===== config.mk =====
export PLATFORM = sky130hd
export DESIGN_NAME = serial_subtractor
export DESIGN_NICKNAME = d
export VERILOG_FILES = /design/src/rtl/serial_subtractor_pkg.sv /design/src/rtl/serial_subtractor_fa_cell.sv /design/src/rtl/serial_subtractor.sv
export SDC_FILE = /design/constraint.sdc
export NUM_CORES = 1
export LEC_CHECK = 0
export BUFFER_PORTS_ARGS = -buffer_cell sky130_fd_sc_hd__buf_2
export CAP_MARGIN = 30
export CORE_ASPECT_RATIO = 1.2
export CORE_UTILIZATION = 41
export DETAILED_ROUTE_END_ITERATION = 8
export GPL_ROUTABILITY_DRIVEN = 0
export HOLD_SLACK_MARGIN = 0.15
export SLEW_MARGIN = 20
export SYNTH_ARGS = -nofsm -noshare
export SYNTH_HDL_FRONTEND = slang
export SYNTH_SLANG_ARGS = --single-unit

===== constraint.sdc =====
create_clock -name clk -period 4.2 [get_ports clk]
set_input_delay 0.42 -clock clk [delete_from_list [all_inputs] [get_ports clk]]
set_output_delay 0.42 -clock clk [all_outputs]
set_load 0.005 [all_outputs]

===== src/rtl/serial_subtractor_pkg.sv =====
// Shared definitions for the serial subtractor.
// Provides the FSM state type, the digit-counter width helper and the
// signed saturation constants used by the optional clamp.
package serial_subtractor_pkg;

    // Widest operand the saturation helpers can describe
    localparam int unsigned SAT_MAX_W = 256;

    typedef enum logic [1:0] {
        IDLE = 2'd0,
        RUN  = 2'd1,
        HOLD = 2'd2
    } state_t;

    // Digit counter width: $clog2(WIDTH/DIGIT), kept at least one bit wide
    function automatic int unsigned cnt_width(input int unsigned width, input int unsigned digit);
        int unsigned steps;
        steps = width / digit;
        return (steps > 1) ? $clog2(steps) : 1;
    endfunction

    // Largest signed value at the given width (0111...1), LSB-aligned
    function automatic logic [SAT_MAX_W-1:0] sat_max(input int unsigned width);
        logic [SAT_MAX_W-1:0] r;
        r = '0;
        for (int unsigned i = 0; i < SAT_MAX_W; i++) begin
            if (i + 1 < width) begin
                r[i] = 1'b1;
            end
        end
        return r;
    endfunction

    // Smallest signed value at the given width (1000...0), LSB-aligned
    function automatic logic [SAT_MAX_W-1:0] sat_min(input int unsigned width);
        logic [SAT_MAX_W-1:0] r;
        r = '0;
        for (int unsigned i = 0; i < SAT_MAX_W; i++) begin
            if (i + 1 == width) begin
                r[i] = 1'b1;
            end
        end
        return r;
    endfunction

endpackage


===== src/rtl/serial_subtractor_fa_cell.sv =====
// One-bit full adder cell used to build the per-cycle ripple slice.
// Ports: a, b, cin -> s (sum), cout (carry out).
module fa_cell (
    input  logic a,
    input  logic b,
    input  logic cin,
    output logic s,
    output logic cout
);

    logic p;

    assign p    = a ^ b;
    assign s    = p ^ cin;
    assign cout = (a & b) | (cin & p);

endmodule


===== src/rtl/serial_subtractor.sv =====
// Multi-cycle two's-complement subtractor: diff = a + ~b + 1, computed
// DIGIT bits per cycle through a DIGIT-cell ripple slice over WIDTH/DIGIT
// cycles, with valid/ready handshakes on the operand and result sides.
//
// Ports:
//   clk, rst        clock, asynchronous active-high reset
//   in_valid/ready  operand handshake (a minuend, b subtrahend)
//   out_valid/ready result handshake
//   diff            a - b modulo 2^WIDTH (clamped when saturation is enabled)
//   borrow          a < b as unsigned values
//   ovf             signed overflow
//   zero            diff == 0
//
// Build option: define SERIAL_SUB_SAT_EN to clamp diff to the signed
// max/min on overflow instead of wrapping.
module serial_subtractor
    import serial_subtractor_pkg::*;
#(
    parameter int unsigned WIDTH = 32,
    parameter int unsigned DIGIT = 4
) (
    input  logic             clk,
    input  logic             rst,
    input  logic             in_valid,
    output logic             in_ready,
    input  logic [WIDTH-1:0] a,
    input  logic [WIDTH-1:0] b,
    output logic             out_valid,
    input  logic             out_ready,
    output logic [WIDTH-1:0] diff,
    output logic             borrow,
    output logic             ovf,
    output logic             zero
);

    localparam int unsigned STEPS = WIDTH / DIGIT;
    localparam int unsigned CNT_W = cnt_width(WIDTH, DIGIT);
    localparam logic [CNT_W-1:0] LAST = CNT_W'(STEPS - 1);

`ifdef SERIAL_SUB_SAT_EN
    localparam logic [WIDTH-1:0] SAT_HI = WIDTH'(sat_max(WIDTH));
    localparam logic [WIDTH-1:0] SAT_LO = WIDTH'(sat_min(WIDTH));
`endif

    state_t             state_q, state_d;
    logic [WIDTH-1:0]   a_q, a_d;
    logic [WIDTH-1:0]   b_q, b_d;
    logic               carry_q, carry_d;
    logic [CNT_W-1:0]   cnt_q, cnt_d;
    logic               sign_a_q, sign_a_d;
    logic               sign_b_q, sign_b_d;
    logic [WIDTH-1:0]   diff_q, diff_d;
    logic               borrow_q, borrow_d;
    logic               ovf_q, ovf_d;
    logic               zero_q, zero_d;
    logic               out_valid_q, out_valid_d;

    logic [DIGIT:0]     chain;
    logic [DIGIT-1:0]   sum;
    logic [WIDTH-1:0]   a_shift;
    logic [WIDTH-1:0]   b_shift;
    logic               ovf_c;
    logic [WIDTH-1:0]   final_c;

    // Ripple slice over the DIGIT LSBs of the operand registers
    assign chain[0] = carry_q;
    for (genvar i = 0; i < DIGIT; i++) begin : g_slice
        fa_cell u_fa (
            .a    (a_q[i]),
            .b    (b_q[i]),
            .cin  (chain[i]),
            .s    (sum[i]),
            .cout (chain[i+1])
        );
    end

    // The A register doubles as the result register: sum digits enter at
    // the MSB end as consumed minuend digits leave at the LSB end.
    if (DIGIT == WIDTH) begin : g_single
        assign a_shift = sum;
        assign b_shift = '0;
    end else begin : g_multi
        assign a_shift = {sum, a_q[WIDTH-1:DIGIT]};
        assign b_shift = {{DIGIT{1'b0}}, b_q[WIDTH-1:DIGIT]};
    end

    // Overflow from the captured operand signs and the wrapped result sign
    assign ovf_c = (sign_a_q != sign_b_q) && (a_shift[WIDTH-1] != sign_a_q);

`ifdef SERIAL_SUB_SAT_EN
    assign final_c = ovf_c ? (sign_a_q ? SAT_LO : SAT_HI) : a_shift;
`else
    assign final_c = a_shift;
`endif

    // Next-state and datapath next values
    always_comb begin
        state_d     = state_q;
        a_d         = a_q;
        b_d         = b_q;
        carry_d     = carry_q;
        cnt_d       = cnt_q;
        sign_a_d    = sign_a_q;
        sign_b_d    = sign_b_q;
        diff_d      = diff_q;
        borrow_d    = borrow_q;
        ovf_d       = ovf_q;
        zero_d      = zero_q;
        out_valid_d = out_valid_q;

        case (state_q)
            IDLE: begin
                if (in_valid) begin
                    a_d      = a;
                    b_d      = ~b;
                    carry_d  = 1'b1;
                    cnt_d    = '0;
                    sign_a_d = a[WIDTH-1];
                    sign_b_d = b[WIDTH-1];
                    state_d  = RUN;
                end
            end
            RUN: begin
                a_d     = a_shift;
                b_d     = b_shift;
                carry_d = chain[DIGIT];
                cnt_d   = cnt_q + CNT_W'(1);
                if (cnt_q == LAST) begin
                    diff_d      = final_c;
                    borrow_d    = ~chain[DIGIT];
                    ovf_d       = ovf_c;
                    zero_d      = ~|final_c;
                    out_valid_d = 1'b1;
                    state_d     = HOLD;
                end
            end
            HOLD: begin
                if (out_ready) begin
                    out_valid_d = 1'b0;
                    state_d     = IDLE;
                end
            end
            default: begin
                out_valid_d = 1'b0;
                state_d     = IDLE;
            end
        endcase
    end

    // State and datapath registers
    always_ff @(posedge clk or posedge rst) begin
        if (rst) begin
            state_q     <= IDLE;
            a_q         <= '0;
            b_q         <= '0;
            carry_q     <= 1'b0;
            cnt_q       <= '0;
            sign_a_q    <= 1'b0;
            sign_b_q    <= 1'b0;
            diff_q      <= '0;
            borrow_q    <= 1'b0;
            ovf_q       <= 1'b0;
            zero_q      <= 1'b0;
            out_valid_q <= 1'b0;
        end else begin
            state_q     <= state_d;
            a_q         <= a_d;
            b_q         <= b_d;
            carry_q     <= carry_d;
            cnt_q       <= cnt_d;
            sign_a_q    <= sign_a_d;
            sign_b_q    <= sign_b_d;
            diff_q      <= diff_d;
            borrow_q    <= borrow_d;
            ovf_q       <= ovf_d;
            zero_q      <= zero_d;
            out_valid_q <= out_valid_d;
        end
    end

    // Ready drops combinationally while reset is held
    assign in_ready  = (state_q == IDLE) && !rst;
    assign out_valid = out_valid_q;
    assign diff      = diff_q;
    assign borrow    = borrow_q;
    assign ovf       = ovf_q;
    assign zero      = zero_q;

endmodule


==> flow_metrics.py <==
metrics = {
    "drt": {
        "final_antenna_net_count": 0,
        "drc": 0,
        "dr_total_vias": 3701,
        "routedWlPerCell_um": 15.2,
        "drt_first_iter_violations": 158,
        "first_pass_iters": 4,
        "drt_wl_total_um": 11100,
        "avgViaCountPerCell": 5.08,
    },
    "place": {
        "dpl-instance-area_sq_um": 5460,
        "hpwl_um": 7680,
        "port_buffers": 104,
    },
    "cts": {
        "clk_transition_reported_paths_ps": 70,
        "tritoncts": "yes",
        "latest_clock_arrival_within_the_worst_skew_pair_ps": 350,
        "cts_buffer_depth": 2,
        "cts.repair_timing.setup_buffer_count": 0,
        "htreeDepth": 3,
        "clock_sinks": 108,
        "cts_buffers": 9,
        "clockRootBuffer": "clkbuf_16",
        "cts_hold_buf": 1,
        "cts-resized-gates": 0,
    },
    "floorplan": {
        "ios": 105,
        "initial_core_util": 0.428,
        "fp.coreArea_sq_um": 11200,
        "core.rowCount": 42,
        "die-height_um": 121,
        "floorplan.die.width_um": 101,
        "die_area_sq_um": 12200,
    },
    "layout": {
        "drive_gt1_frac": 0.296,
        "num-fill-cells": 1101,
        "finalNetCount": 643,
        "flow.area_growth_from_synthesis_pct": 20.3,
        "antennaDiodeCount": 0,
        "stdcell_area_sq_um": 5790,
    },
    "sta": {
        "worst-slew-pin-transition_ps": 925,
        "fmax_mhz": 334,
        "finalCritPeriodShare": 0.714,
        "slew_headroom": 0.384,
        "grt_setup_unrepaired": "false",
        "period_minus_slack_ps": 3000,
        "final_max_slew_viol_count": 0,
        "tns_ps": 0,
        "report.final.hold_viol_count": 0,
        "timing.clock.skew_ps": 4.45,
        "setup_violation_total_in_the_final_timing_report": 0,
    },
    "global_routing": {
        "vias_in_the_first_global_route": 3457,
        "track_usage": 0.193,
        "grt_first_pass_wirelength_um": 18000,
        "grt_remaining_overflow": 0,
        "grt_max_degree": 94,
        "grt_antenna_before_repair": 0,
    },
    "logic_synthesis": {
        "dominant_cell_type_by_area_after_synthesis": "dfrtp_1",
        "synth-compound-area-share": 0.0970,
        "post_synth_most_frequent_cells": "108 x dfrtp_1, 106 x nand2_1, 59 x nor2_1, 53 x a31oi_1, 32 x mux2_2",
        "synthArstFlopShare": 1.00,
        "postSynthAreaPerCell_sq_um": 10.1,
        "synthAdderAreaFrac": 0.0218,
        "synth.area.top_cells": "dfrtp_1 56%, nand2_1 8.3%, mux2_2 7.5%, a31oi_1 6.9%, nor2_1 4.6%",
        "yosys.cell_count.top_type": "dfrtp_1",
        "synth.mux.area_fraction": 0.0770,
        "yosys.area_share.simple": 0.202,
        "synth-seq-area-share": 0.562,
        "mappedNetlistNets": 551,
        "largest_family_of_logic_cells_by_synthesized_area": "simple AND/OR/NAND/NOR gates",
        "synth.ff_latch_count": 108,
        "synth_xor_area_frac": 0,
        "post_synth_num_cell_types": 33,
        "synthesis.area_sq_um": 4810,
        "synth_edf_count": 0,
        "yosysTopAreaCellShare": 0.562,
        "syn-instance-count": 477,
        "ys.warnings.count": 0,
        "prevailing_post_synth_register_cell": "dfrtp_1",
    },
    "critical_path": {
        "crit_arrival_ps": 3250,
        "cp.required_ps": 4450,
        "worstSetupPathType": "flop to flop",
        "critPathLaunchType": "flop",
        "cp_max_fo": 5,
        "r2r_slack_ps": 1200,
        "endpoint_kind": "flop",
    },
    "power": {
        "p_leak_nw": 2.69,
        "pwr_cell_area_nw_per_um2": 789,
        "ir_drop_mv": 0.473,
    },
    "job": {
        "max-cap-violations": 0,
    },
    "worst_hold_path": {
        "worst_hold_path_type": "input port to flop",
    },
    "status": {
        "status": "complete, no violations",
    },
}
[power by group]
group / switching (mW) / internal (mW)
Sequential: 0.387 / 1.56
Combinational: 0.930 / 0.785
Clock: 0.368 / 0.538
[sequential cells by signal, indices dropped and copies added (netlist names)]
| name | flops |
|---|---|
| sign_a_q | 1 |
| carry_q | 1 |
| a_q | 32 |
| state_q | 2 |
| borrow | 1 |
| zero | 1 |
| ovf | 1 |
| b_q | 32 |
| sign_b_q | 1 |
| diff | 32 |
| cnt_q | 3 |
| out_valid | 1 |
[area by class of cell]
| cell class | count | area (sq um) | area share |
|---|---|---|---|
| clock inverters | 4 | 72.6 | 0.0125 |
| inverters | 5 | 21.3 | 0.00367 |
| well taps | 154 | 193 | 0.0333 |
| repair buffers | 114 | 626 | 0.108 |
| clock buffers | 12 | 246 | 0.0426 |
| flip-flops and latches | 108 | 2700 | 0.467 |
| multi-input cells | 331 | 1930 | 0.333 |
[worst paths after layout]
path / startpoint / end / cells past startpoint
max in group asynchronous: rst / a_q[0] / 4
setup / recovery: b_q[0] / zero / 9
min in group asynchronous: rst / b_q[13] / 3
hold reg to reg: b_q[7] / b_q[3] / 2
setup reg to reg: b_q[0] / zero / 9
hold / removal: b[29] / b_q[29] / 2
[per-stage QoR]
| stage | util | std cells | worst slack (ps) | power (mW) | hold WS (ps) |
|---|---|---|---|---|---|
| 4_1_cts | 0.515 | 728 | 1190 | 4.61 | 243 |
| 3_3_place_gp | 0.482 | 709 | 1350 | 3.61 | 464 |
| 5_1_grt | 0.515 | 728 | 972 | 4.95 | 242 |
| 3_5_place_dp | 0.486 | 711 | 1230 | 3.69 | 468 |
| 6_report | 0.515 | 728 | 1200 | 4.57 | 248 |
| 2_1_floorplan | - | 477 | 934 | 3.13 | 448 |
[layout by cell type (no fill, tap or decap), drive strengths merged, types with 4 or more instances in the layout]
master and instances:
o31ai 6, clkbuf 12, fa 4, nand2b 23, nor2 59, a31oi 53
inv 5, nand3 9, and2 5, mux2 32, dfrtp 108, buf 113
o21ai 10, nand2 106, nor4 7
[critical path, stage by stage, from the launching register on]
cell and delay [ps]:
dfrtp_1 360, inv_1 100, fa_1 180, inv_1 50, fa_1 440, fa_1 460
fa_1 570, nor4b_1 340, nand4_1 150, o31ai_1 250
[logic make-up after synthesis]
family | Yosys count
AOI/OAI and AO/OA | 73
adders and majority gates | 6
muxes | 33
buffers and inverters | 38
and+or+nand+nor | 219
DFF | 108
[metal layers]
metal | routed length, um | track usage | vias to the layer above
met5 | 0 | 0 | -
met1 | 5090 | 0.266 | 1776
met4 | 136 | 0.0598 | 0
li1 | - | - | 1803
met3 | 564 | 0.0347 | 13
met2 | 5280 | 0.309 | 109
Power figures use the tool's default switching activity.
